$ cat config.mk
export PLATFORM = sky130hd
export DESIGN_NAME = t_line_decoder
export DESIGN_NICKNAME = d
export VERILOG_FILES = /design/src/rtl/t_line_decoder.sv
export SDC_FILE = /design/constraint.sdc
export NUM_CORES = 1
export LEC_CHECK = 0
export CORE_MARGIN = 4
export CORE_UTILIZATION = 40
export DETAILED_ROUTE_END_ITERATION = 7
export PLACE_DENSITY = 0.71
export SLEW_MARGIN = 10
export SYNTH_ARGS = -nofsm -noshare
export SYNTH_HDL_FRONTEND = slang
export SYNTH_SLANG_ARGS = --single-unit
export TNS_END_PERCENT = 20
$ cat constraint.sdc
create_clock -name clk -period 1.97 [get_ports clk]
set_input_delay 0.394 -clock clk [delete_from_list [all_inputs] [get_ports clk]]
set_output_delay 0.394 -clock clk [all_outputs]
set_load 0.1 [all_outputs]
$ cat src/rtl/t_line_decoder.sv
// Receive side of a toggle-encoded line: recovers t = q ^ q_prev, hunts for a sync word,
// then assembles FRAME_LEN LSB-first data words and presents them on a valid/ready port.
module t_line_decoder #(
   parameter int unsigned       DATA_W    = 8,
   parameter logic [DATA_W-1:0] SYNC      = 8'hA5,
   parameter int unsigned       FRAME_LEN = 4
) (
   input  logic              clk,
   input  logic              rst,
   input  logic              q_line,
   input  logic              din_en,
   output logic [DATA_W-1:0] dout,
   output logic              dout_valid,
   input  logic              dout_ready,
   output logic              frame_start,
   output logic              frame_done,
   output logic              overrun
);

   localparam int unsigned    BitW     = (DATA_W > 1) ? $clog2(DATA_W) : 1;
   localparam logic [BitW-1:0] LastBit  = BitW'(DATA_W - 1);
   localparam logic [7:0]      LastWord = 8'(FRAME_LEN - 1);

   typedef enum logic [0:0] {StHunt, StData} state_e;

   state_e              state_q, state_d;
   logic                q_prev_q, q_prev_d;
   logic [DATA_W-1:0]   sync_sr_q, sync_sr_d;
   logic [DATA_W-1:0]   data_sr_q, data_sr_d;
   logic [BitW-1:0]     bit_cnt_q, bit_cnt_d;
   logic [7:0]          word_cnt_q, word_cnt_d;
   logic [DATA_W-1:0]   dout_q, dout_d;
   logic                dout_valid_q, dout_valid_d;
   logic                frame_start_q, frame_start_d;
   logic                frame_done_q, frame_done_d;
   logic                overrun_q, overrun_d;

   logic                tbit;
   logic [DATA_W-1:0]   sync_next;
   logic [DATA_W-1:0]   word_next;
   logic                word_done;
   logic                frame_end;
   logic                load;

   // State register
   always_ff @(posedge clk) begin
      if (rst) begin
         state_q       <= StHunt;
         q_prev_q      <= 1'b0;
         sync_sr_q     <= '0;
         data_sr_q     <= '0;
         bit_cnt_q     <= '0;
         word_cnt_q    <= '0;
         dout_q        <= '0;
         dout_valid_q  <= 1'b0;
         frame_start_q <= 1'b0;
         frame_done_q  <= 1'b0;
         overrun_q     <= 1'b0;
      end else begin
         state_q       <= state_d;
         q_prev_q      <= q_prev_d;
         sync_sr_q     <= sync_sr_d;
         data_sr_q     <= data_sr_d;
         bit_cnt_q     <= bit_cnt_d;
         word_cnt_q    <= word_cnt_d;
         dout_q        <= dout_d;
         dout_valid_q  <= dout_valid_d;
         frame_start_q <= frame_start_d;
         frame_done_q  <= frame_done_d;
         overrun_q     <= overrun_d;
      end
   end

   // Next-state logic
   always_comb begin
      tbit      = q_line ^ q_prev_q;
      sync_next = {sync_sr_q[DATA_W-2:0], tbit};
      word_next = {tbit, data_sr_q[DATA_W-1:1]};
      word_done = din_en && (state_q == StData) && (bit_cnt_q == LastBit);
      frame_end = word_done && (word_cnt_q == LastWord);
      load      = word_done && (!dout_valid_q || dout_ready);

      state_d       = state_q;
      q_prev_d      = q_prev_q;
      sync_sr_d     = sync_sr_q;
      data_sr_d     = data_sr_q;
      bit_cnt_d     = bit_cnt_q;
      word_cnt_d    = word_cnt_q;
      dout_d        = dout_q;
      dout_valid_d  = dout_valid_q;
      frame_start_d = 1'b0;
      frame_done_d  = 1'b0;
      overrun_d     = overrun_q;

      if (din_en) begin
         q_prev_d = q_line;
         case (state_q)
            StHunt: begin
               if (sync_next == SYNC) begin
                  state_d       = StData;
                  sync_sr_d     = '0;
                  data_sr_d     = '0;
                  bit_cnt_d     = '0;
                  word_cnt_d    = '0;
                  frame_start_d = 1'b1;
               end else begin
                  sync_sr_d = sync_next;
               end
            end
            StData: begin
               // sync_sr is frozen here so a sync pattern inside data is just data
               data_sr_d = word_next;
               if (bit_cnt_q == LastBit) begin
                  bit_cnt_d  = '0;
                  word_cnt_d = word_cnt_q + 8'd1;
                  if (frame_end) begin
                     state_d      = StHunt;
                     sync_sr_d    = '0;
                     word_cnt_d   = '0;
                     frame_done_d = 1'b1;
                  end
               end else begin
                  bit_cnt_d = bit_cnt_q + 1'b1;
               end
            end
            default: state_d = StHunt;
         endcase
      end

      // A completed word wins over a pending consume; a blocked slot drops it
      if (load) begin
         dout_d       = word_next;
         dout_valid_d = 1'b1;
      end else if (dout_valid_q && dout_ready) begin
         dout_valid_d = 1'b0;
      end
      if (word_done && !load) begin
         overrun_d = 1'b1;
      end
   end

   // Outputs straight from registers
   always_comb begin
      dout        = dout_q;
      dout_valid  = dout_valid_q;
      frame_start = frame_start_q;
      frame_done  = frame_done_q;
      overrun     = overrun_q;
   end

endmodule

==> results of run 1 <==
flip-flops by register name, indices dropped and copies added, names as in the netlist:
register / count
bit_cnt_q: 3
data_sr_q: 7
dout: 8
dout_valid: 1
frame_done: 1
frame_start: 1
overrun: 1
q_prev_q: 1
state_q: 1
sync_sr_q: 7
word_cnt_q: 8
path summary, 6_finish.rpt:
check	start	to	slack [ns]	cells after the start
hold reg to reg	sync_sr_q[0]$_SDFFE_PP0P_	sync_sr_q[0]$_SDFFE_PP0P_	0.48	2
setup / recovery	din_en	word_cnt_q[3]$_SDFFE_PP0P_	0.17	6
setup reg to reg	bit_cnt_q[0]$_SDFFE_PP0P_	dout[5]$_SDFFE_PP0P_	0.23	8
hold / removal	sync_sr_q[0]$_SDFFE_PP0P_	sync_sr_q[0]$_SDFFE_PP0P_	0.48	2
metrics by stage:
stage                     hold WS, ns  std cells  setup TNS (ns)  cell area (µm²)  utilization, %
final                           0.478        234               0             1990            52.4
after global routing            0.496        234               0             1990            52.4
after CTS                       0.477        234               0             1990            52.4
after detailed placement        0.463        226           -1.32             1870            49.2
after global placement          0.455        226          -0.495             1870            49.2
after floorplan                 0.435        158               0             1630               -
where the power goes:
part / leakage (µW) / switching (µW) / internal (µW)
logic: 0.000403 / 31.1 / 27.4
registers: 0.000314 / 3.35 / 792
clock network: 0.0000618 / 270 / 416
total: 0.000779 / 305 / 1240
logic make-up after synthesis:
| group | Yosys count |
|---|---|
| xor+xnor | 2 |
| mux | 10 |
| compound gates | 33 |
| flops | 39 |
| fa+ha+maj | 3 |
| simple gates | 62 |
| buf+inv | 9 |
cell usage in the layout, fill, tap and decap left out, types with 2 or more instances in the layout:
cell / instances
dfxtp_1: 39
buf_4: 24
a22o_1: 13
nand3_1: 13
nor2_1: 11
mux2i_1: 10
nand2_1: 8
clkbuf_8: 6
a21oi_1: 5
nor2b_1: 4
clkdlybuf4s50_1: 4
a31oi_1: 3
o211ai_1: 3
nand2b_1: 3
nor3_1: 3
nand4b_1: 3
ha_1: 3
and4bb_2: 2
or4_1: 2
and3_2: 2
o31ai_1: 2
o21ai_0: 2
worst max-delay path: cells and delay by family:
kind,cells,cell delay [ns]
AOI/OAI and AO/OA,2,0.38
buffers and inverters,2,0.69
and+or+nand+nor,2,0.50
routing by layer:
metal,GRT usage [%],share of wire [%],wire length [µm]
met5,0,0,0
met4,6.26,1.2,38
met3,4.07,4.6,151
met2,23.1,46,1510
met1,17.0,48,1590
cell type report:
cell class	count	share of cell area, %
clock inverters	2	1.95
repair buffers	28	11.1
multi-input cells	110	40.5
clock buffers	6	4.15
well taps	48	3.02
flip-flops and latches	39	39.2
inverters	1	0.188
synthesized netlist by cell type (3+ instances only):
cell type  instances  area, µm²
a22o_1            13        114
nor2b_1            4       25.0
nor2_1            11       41.3
mux2i_1           10        100
a31oi_1            3       18.8
o211ai_1           3       22.5
dfxtp_1           39        781
buf_2              3       15.0
ha_1               3       37.5
nand4b_1           3       26.3
a21oi_1            5       25.0
nor3_1             3       15.0
nand2_1            8       30.0
nand2b_1           3       18.8
nand3_1           13       65.1
==> impl_metrics.json, run 1 <==
{
  "status": "finished clean",
  "gp_congestion": 0.884,
  "drt_drc_violations_left": 0,
  "gr-usage-all-layers_pct": 14.1,
  "slew_violations": 0,
  "ys_seq_area_share_pct": 48.0,
  "cpMaxStageDelayCell": "clkdlybuf4s50_1",
  "critPathMaxFanout": 9,
  "initial_core_util_pct": 42.9,
  "cts_buffers": 5,
  "grt-ovfl-total": 0,
  "synth_area_um2": 1630,
  "pre_cts_slack_ns": -0.136,
  "drt-wirelength-per-cell_um": 14.1,
  "power_uw": 1540,
  "clock_sinks": 39,
  "htreeDepth": 2,
  "diodes": 0,
  "grt_max_degree": 15,
  "vias": 1298,
  "post-dp-hpwl_mm": 2.41,
  "post_cts_resized": 0,
  "antenna_found_initial": 0,
  "grt_pass1_wl_mm": 5.83,
  "std_cell_rows": 22,
  "crit_path_end_kind": "flip-flop",
  "die_w_um": 71.8,
  "core_area_um2": 3800,
  "clkTransAtPathRegs_ns": 0.07,
  "root_buffer": "clkbuf_8",
  "cts_setup_buffers": 0,
  "synthAdderAreaFrac_pct": 2.31,
  "yosys_warnings": 0,
  "cts-root-to-sink-buffers": 2,
  "post-route-period-util_pct": 91.6,
  "cts_tree": "done",
  "path_cells": "clkdlybuf4s50_1 -> buf_4 -> and4bb_2 -> nand4b_2 -> a31oi_1 -> o31ai_1",
  "fmax_ghz": 0.554,
  "peakVddDrop_v": 0.000440,
  "setup_viol": 0,
  "multiInputGateArea_um2": 806,
  "port_buffers": 16,
  "worst_pin_slew_ns": 0.633,
  "worstPathArrival_ns": 1.97,
  "crit_type": "in2reg",
  "drive_gt1_share_pct": 23.1,
  "ioPinCount": 17,
  "die_h_um": 71.8,
  "powerDensity_nw_per_um2": 773,
  "fillers": 359,
  "cp.required_ns": 2.13,
  "synth-compound-area-share_pct": 15.4,
  "clk_latency_ns": 0.28,
  "maxCapViolations": 0,
  "muxShareOfSynthArea_pct": 6.15,
  "hold_viol": 0,
  "ys_seq_elements": 39,
  "fin_skew_ns": 0.00574,
  "synth_top_family_by_area": "simple AND/OR/NAND/NOR gates",
  "rsz0062_at_grt": "no",
  "viasPerCell": 5.55,
  "wirelength_mm": 3.30,
  "yosys_most_used_dff": "dfxtp_1",
  "nets": 193,
  "firstDrtPassIters": 4,
  "avgSynthCellArea_um2": 10.3,
  "cp-start-kind": "input pin",
  "min_path_type": "reg2reg",
  "synth.distinct_cells": 42,
  "cts_hold_buf": 0,
  "syn_to_final_growth_pct": 22.4,
  "netlist_instances": 158,
  "synth_xor_area_share_pct": 1.54,
  "p_leak_uw": 0.000779,
  "synth-simple-area-share_pct": 24.1,
  "synth_fp_nets": 166,
  "async_reset_ff_share_pct": 0,
  "fin_ws_ns": 0.166,
  "slew_headroom_pct": 57.7,
  "drtIter0Drc": 73,
  "first_global_vias": 1325,
  "ant_nets": 0,
  "post-route-min-period_ns": 1.80,
  "regArea_um2": 781,
  "die_area_um2": 5150,
  "slowest_delay_ns": 0.52,
  "synth_edf_count": 0
}
No activity file was read; power rests on OpenSTA's default activity.
==> run 2: changes to the inputs <==
CORE_UTILIZATION = 55   (was 40)
PLACE_DENSITY = 0.89   (was 0.71)
clock period = 2 ns   (was 1.97 ns; I/O delays follow)
==> run 2 against run 1 <==
Effect of this change: register-to-register slack about the same; non-clock buffer count down 1; combinational power shrank 4.8%; worst setup slack better by 0.064 ns; first-iteration DRC count up 2.7%; largest power group unchanged; largest cell class unchanged.
==> impl_metrics.json, run 2 (synthesis results as in run 1) <==
{
  "diodes": 0,
  "initial_core_util_pct": 58.5,
  "powerDensity_nw_per_um2": 719,
  "grt_max_degree": 15,
  "power_uw": 1390,
  "ant_nets": 0,
  "min_path_type": "reg2reg",
  "path_buf_inv": 0,
  "firstDrtPassIters": 4,
  "holdPathStages": 2,
  "cts_buffers": 5,
  "worst_pin_slew_ns": 0.643,
  "antenna_found_initial": 0,
  "gr-usage-all-layers_pct": 17.9,
  "cts_setup_buffers": 0,
  "htreeDepth": 2,
  "regToRegEndpoint": "word_cnt_q[7]$_SDFFE_PP0P_",
  "syn_to_final_growth_pct": 18.4,
  "crit_path_end_kind": "flip-flop",
  "path_depth": 6,
  "slowest_delay_ns": 0.43,
  "reg2reg_depth": 6,
  "crit_type": "reg2reg",
  "drtIter0Drc": 75,
  "setup_viol": 0,
  "placedCellCount": 208,
  "cts_hold_buf": 0,
  "peakVddDrop_v": 0.000842,
  "status": "finished clean",
  "clk_latency_ns": 0.34,
  "holdWs_ns": 0.475,
  "fin_skew_ns": 0.00846,
  "drt_drc_violations_left": 0,
  "path_cells": "ha_1 -> ha_1 -> nand3_4 -> a211o_1 -> or4_1 -> nand3_1",
  "first_global_vias": 1285,
  "crit_end": "word_cnt_q[7]$_SDFFE_PP0P_",
  "nets": 192,
  "r2r_start": "bit_cnt_q[0]$_SDFFE_PP0P_",
  "cpLargestDelayFamily": "simple AND/OR/NAND/NOR gates",
  "maxCapViolations": 0,
  "viasPerCell": 5.96,
  "ioPinCount": 17,
  "final_cell_mix": "dfxtp_1 (39), buf_4 (23), a22o_1 (13), nand3_1 (13), nor2_1 (11)",
  "post-dp-hpwl_mm": 2.37,
  "die_area_um2": 3890,
  "std_cell_rows": 19,
  "cts-root-to-sink-buffers": 2,
  "wirelength_mm": 3.24,
  "fmax_ghz": 0.565,
  "clock_sinks": 39,
  "core_area_um2": 2780,
  "slew_violations": 0,
  "critPathMaxFanout": 5,
  "post-route-min-period_ns": 1.77,
  "p_leak_uw": 0.000761,
  "gp_congestion": 0.797,
  "drive_gt1_share_pct": 22.7,
  "port_buffers": 16,
  "clkTransAtPathRegs_ns": 0.11,
  "hold_viol": 0,
  "die_w_um": 62.4,
  "cp-start-kind": "flip-flop",
  "cpMostUsedCell": "ha_1",
  "grt_pass1_wl_mm": 5.70,
  "cts_tree": "done",
  "crit_path_start": "bit_cnt_q[0]$_SDFFE_PP0P_",
  "post-route-period-util_pct": 88.5,
  "vias": 1288,
  "cpMaxStageDelayCell": "or4_1",
  "grt-ovfl-total": 0,
  "final_common_cell": "dfxtp_1",
  "rsz0062_at_grt": "no",
  "slew_headroom_pct": 56.9,
  "rrSetupSlack_ns": 0.23,
  "post_cts_resized": 0,
  "drt-wirelength-per-cell_um": 15.0,
  "die_h_um": 62.4,
  "cp.required_ns": 2.29,
  "worstPathArrival_ns": 2.06,
  "root_buffer": "clkbuf_4",
  "stdcell_count": 216
}
run 2: cell types whose count changed in the layout (fill, tap and decap cells not counted):
| cell | previous run | this run |
|---|---|---|
| inv_6 | 1 | 0 |
| buf_4 | 24 | 23 |
| clkbuf_8 | 6 | 1 |
| clkbuf_4 | 0 | 5 |
| clkinv_2 | 0 | 1 |
run 2: how the worst min path moves through the flow:
| stage | from | to |
|---|---|---|
| CTS | sync_sr_q[0]$_SDFFE_PP0P_ | sync_sr_q[0]$_SDFFE_PP0P_ |
| finish | sync_sr_q[0]$_SDFFE_PP0P_ | sync_sr_q[0]$_SDFFE_PP0P_ |
| global route | data_sr_q[1]$_SDFFE_PP0P_ | data_sr_q[1]$_SDFFE_PP0P_ |
| detailed placement | sync_sr_q[0]$_SDFFE_PP0P_ | sync_sr_q[0]$_SDFFE_PP0P_ |
| global placement | sync_sr_q[0]$_SDFFE_PP0P_ | sync_sr_q[0]$_SDFFE_PP0P_ |
| floorplan | sync_sr_q[6]$_SDFFE_PP0P_ | sync_sr_q[6]$_SDFFE_PP0P_ |
run 2: final cells by class:
| cell class | instances | area, µm² |
|---|---|---|
| Fill cell | 216 | 853 |
| Multi-Input combinational cell | 110 | 806 |
| Sequential cell | 39 | 781 |
| Timing Repair Buffer | 27 | 213 |
| Clock buffer | 6 | 51.3 |
| Tap cell | 31 | 38.8 |
| Clock inverter | 2 | 35.0 |
| Inverter | 1 | 3.75 |
run 2: report_power, final:
group	total [µW]	internal, µW	switching [µW]
Sequential	783	780	3.02
Clock	547	295	252
Combinational	55.7	25.8	29.9
run 2: metrics by stage:
| stage | cell area, µm² | utilization [%] | setup slack [ns] | TNS (ns) |
|---|---|---|---|---|
| after floorplan | 1630 | - | 0.238 | 0 |
| after global placement | 1840 | 66.2 | -0.0100 | -0.0155 |
| after detailed placement | 1840 | 66.2 | -0.0660 | -0.741 |
| after CTS | 1930 | 69.3 | 0.216 | 0 |
| after global routing | 1930 | 69.3 | 0.0872 | 0 |
| final | 1930 | 69.3 | 0.231 | 0 |
run 2: worst reg2reg max path, cell delays in order, from the launching register on:
cell,delay (ns)
dfxtp_1,0.37
ha_1,0.15
ha_1,0.25
nand3_4,0.11
a211o_1,0.32
or4_1,0.43
nand3_1,0.10
run 2: per-layer routing:
| layer | part of all wire, % | GRT usage, % |
|---|---|---|
| met2 | 47 | 29.0 |
| met5 | 0 | 0 |
| met4 | 2.5 | 8.75 |
| met1 | 45 | 21.3 |
| met3 | 5.5 | 5.76 |
==> edit 1: new RTL, settings of run 2 <==
Change the parameter `DATA_W` from 8 to 16.
--- a/src/rtl/t_line_decoder.sv
+++ b/src/rtl/t_line_decoder.sv
@@ -1,7 +1,7 @@
 // Receive side of a toggle-encoded line: recovers t = q ^ q_prev, hunts for a sync word,
 // then assembles FRAME_LEN LSB-first data words and presents them on a valid/ready port.
 module t_line_decoder #(
-   parameter int unsigned       DATA_W    = 8,
+   parameter int unsigned       DATA_W    = 16,
    parameter logic [DATA_W-1:0] SYNC      = 8'hA5,
    parameter int unsigned       FRAME_LEN = 4
 ) (
Ports: changed (resized dout); port bits go from 17 to 25. The function was not compared with the original's and may differ.
==> edit 1 against run 2 <==
Area after synthesis rose by 51%; power rose by 74%; cell area rose by 58%; utilization rose by 0.96 points; critical path depth rose by 1; sequential cell count rose by 25; fmax fell by 9.1%; count of clock-buffer cells in the layout rose by 5; via count rose by 65%; setup slack got worse by 0.18 ns; wire length rose by 59%; non-clock buffer count rose by 20; sequential power rose by 63%; critical path type is now input port to register; critical endpoint is now word_cnt_q[3].
==> edit 1: results <==
export IMPL_ir_worst_vdd_mv=0.481
export IMPL_drtPass1Iterations=6
export IMPL_relSlewSlack_pct=74.2
export IMPL_clock_area_share_pct=6.13
export IMPL_final_nonclk_buf_share_pct=12.6
export IMPL_sh_seq_area_pct=42.2
export IMPL_multi_input_area_share_pct=36.7
export IMPL_grtUsageTotal_pct=20.0
export IMPL_drive_above_1_share_pct=21.5
export IMPL_core_area_sq_um=4320
export IMPL_nets=324
export IMPL_finClkSkew_ns=0.00383
export IMPL_vias_per_cell=5.69
export IMPL_grt_pass1_vias=1922
export IMPL_first_iter_violations=128
export IMPL_signal_buffers=47
export IMPL_n_fill_cell=327
export IMPL_place_congestion=0.845
export IMPL_worstPathArrival_ns=2.22
export IMPL_netlist_top_cells_area="dfxtp_1 52%, nand2_1 6.3%, a22oi_1 5.8%"
export IMPL_status="finished clean"
export IMPL_yosysSeqAreaShare_pct=52.2
export IMPL_syn_avg_cell_area_sq_um=8.96
export IMPL_root_buffer="clkbuf_8"
export IMPL_dp_hpwl_um=3610
export IMPL_crit_fanout=3
export IMPL_wl_um=5150
export IMPL_leakage_nw=1.17
export IMPL_clockBufferCount=11
export IMPL_wl_per_cell_um=13.8
export IMPL_grt_pass1_wl_um=8680
export IMPL_clock_sinks=64
export IMPL_port_buffers=24
export IMPL_numCtsBuffers=9
export IMPL_htree_levels=3
export IMPL_grt_max_degree=22
export IMPL_placed_area_sq_um=2840
export IMPL_synthTopCellsByCount="64 x dfxtp_1, 41 x nand2_1, 32 x nor2_1"
[edit 1: cells by family (layout without fill, tap and decap cells)]
group / after synthesis / in the layout / synth area share [%]
XOR/XNOR: 3 / 3 / 1.07
adder cells (fa/ha/maj): 2 / 2 / 1.02
multiplexers: 2 / 2 / 0.815
AO/OA/AOI/OAI: 71 / 71 / 19.4
flip-flops: 64 / 64 / 52.2
buffers and inverters: 17 / 64 / 2.75
AND/OR/NAND/NOR: 115 / 115 / 22.8
[edit 1: report_power, final]
group | internal (W) | leakage (nW) | switching [W] | total [W]
Combinational | 0.0000297 | 0.551 | 0.0000418 | 0.0000715
Clock | 0.000596 | 0.0989 | 0.000457 | 0.00105
Sequential | 0.00128 | 0.516 | 0.00000439 | 0.00128
Total | 0.00190 | 1.17 | 0.000503 | 0.00241
[edit 1: final timing paths]
| kind | start | end | slack [ns] | depth (start not counted) |
|---|---|---|---|---|
| worst min register to register | dout[10] | dout[10] | 0.45 | 2 |
| worst max-delay path | q_line | word_cnt_q[3] | 0.05 | 7 |
| worst max register to register | sync_sr_q[5] | word_cnt_q[3] | 0.13 | 6 |
| worst min-delay path | dout[10] | dout[10] | 0.45 | 2 |
[edit 1: repair_timing]
item / in CTS / in global routing
gates resized for setup: 0 / 2
endpoints found under the setup margin: 0 / 8
setup buffers: 0 / 0
[edit 1: critical path, stage by stage]
cell             delay, ns
clkdlybuf4s50_1       0.48
xnor2_1               0.18
nor4_1                0.23
and4_4                0.29
nor2_4                0.04
or4b_1                0.46
a21oi_1               0.12
[edit 1: routing by layer]
| layer | routed length (um) | track usage (%) |
|---|---|---|
| met5 | 0 | 0 |
| met4 | 56 | 7.11 |
| met3 | 207 | 5.21 |
| met2 | 2510 | 31.9 |
| met1 | 2380 | 26.1 |
==> edit 2: new RTL, settings of run 2 <==
Made on the original files. Put a register stage on the output `overrun`, cleared by the reset. The value now appears one clock later. The other outputs are not delayed to match.
--- a/src/rtl/t_line_decoder.sv
+++ b/src/rtl/t_line_decoder.sv
@@ -22,6 +22,8 @@
    localparam logic [7:0]      LastWord = 8'(FRAME_LEN - 1);
 
    typedef enum logic [0:0] {StHunt, StData} state_e;
+
+   logic overrun_c;
 
    state_e              state_q, state_d;
    logic                q_prev_q, q_prev_d;
@@ -145,7 +147,15 @@
       dout_valid  = dout_valid_q;
       frame_start = frame_start_q;
       frame_done  = frame_done_q;
-      overrun     = overrun_q;
+      overrun_c   = overrun_q;
+   end
+
+   always_ff @(posedge clk) begin
+      if (rst) begin
+         overrun <= '0;
+      end else begin
+         overrun <= overrun_c;
+      end
    end
 
 endmodule
Behaviour: same outputs for any inputs over 10 cycles, from zero or initial values and one cycle with rst high; that may be too few to reach the edited logic, so the function may still have changed.
==> edit 2 against run 2 <==
Setup slack improved by 0.051 ns; largest cell class unchanged; area after synthesis increased by 1.6%; cell area is 0.91% higher; power increased by 1.2%; sequential cell count rose by 1; wire length rose by 2.7%; synthesized cell count grew 1.3%; critical endpoint is now word_cnt_q[2]; worst hold slack improved by 0.0034 ns; sequential share of layout area rose by 0.66 points; combinational power shrank 2%; non-clock buffer count fell by 1; via count up 3.6%.
==> edit 2: results <==
export IMPL_slowest_stage="a31oi_1"
export IMPL_netlist_top_cells_area="dfxtp_1 48%, a22o_1 6.9%, mux2i_1 6.1%"
export IMPL_ir_worst_vdd_mv=0.693
export IMPL_synthTopCellsByCount="40 x dfxtp_1, 13 x a22o_1, 13 x nand3_1"
export IMPL_dp_hpwl_um=2400
export IMPL_synth_xor_area_share_pct=1.51
export IMPL_grt_pass1_vias=1268
export IMPL_grtUsageTotal_pct=18.3
export IMPL_synthesis_nets=168
export IMPL_met3WireLength_um=125
export IMPL_wl_per_cell_um=15.3
export IMPL_n_fill_cell=209
export IMPL_worstPathArrival_ns=1.98
export IMPL_finClkSkew_ns=0.00662
export IMPL_first_iter_violations=93
export IMPL_vias_per_cell=6.15
export IMPL_tightest_slew_ns=0.666
export IMPL_drive_above_1_share_pct=22.0
export IMPL_yosys_area_share_adder_pct=2.27
export IMPL_status="finished clean"
export IMPL_grt_pass1_wl_um=5770
export IMPL_leakage_nw=0.763
export IMPL_pre_cts_slack_ns=-0.0753
export IMPL_place_congestion=0.837
export IMPL_nets=193
export IMPL_wl_met1_um=1480
export IMPL_cpPeakStageDelay_ns=0.55
edit 2: routing by layer:
metal | up-vias | GRT usage (%)
met5 | - | 0
met4 | 0 | 8.26
met3 | 4 | 5.22
li1 | 646 | -
met2 | 28 | 30.8
met1 | 656 | 21.5
edit 2: worst paths after layout:
| path | end | cells after the start | slack (ns) |
|---|---|---|---|
| max | word_cnt_q[2] | 5 | 0.28 |
| min | sync_sr_q[0] | 2 | 0.48 |
| max reg2reg | word_cnt_q[2] | 5 | 0.28 |
| min reg2reg | sync_sr_q[0] | 2 | 0.48 |
edit 2: kinds of logic (layout without fill, tap and decap cells):
family	Yosys count	count (layout)
simple gates	63	63
flops	40	40
compound gates	33	33
mux	10	10
buf+inv	9	35
fa+ha+maj	3	3
xor+xnor	2	2
edit 2: layout make-up:
type                       instances  share of cell area (%)
clock buffer                       5                    1.93
clock inverter                     3                    2.44
inverter                           1                   0.193
multi-input combinational        111                    41.7
sequential                        40                    41.2
tap                               31                    1.99
timing repair buffer              26                    10.5
edit 2: stage by stage:
step	cell area (sq um)	cells	hold WS [ns]	util (%)	total power (W)
after global routing	1950	217	0.503	69.4	0.00146
after CTS	1950	217	0.483	69.4	0.00142
after detailed placement	1860	209	0.465	66.3	0.000876
final	1950	217	0.478	69.4	0.00140
after global placement	1860	209	0.453	66.3	0.000874
after floorplan	1650	160	0.435	-	0.000850
edit 2: worst max-delay path, delay by kind of cell (launching register included):
kind | cells | cell delay [ns]
and+or+nand+nor | 1 | 0.16
DFF | 1 | 0.35
adders and majority gates | 2 | 0.44
AOI/OAI and AO/OA | 2 | 0.67
edit 2: power breakdown:
part	leakage [nW]	internal (W)	switching, W
registers	0.322	0.000800	0.00000300
logic	0.395	0.0000246	0.0000298
clock network	0.0454	0.000267	0.000278
total	0.763	0.00109	0.000311
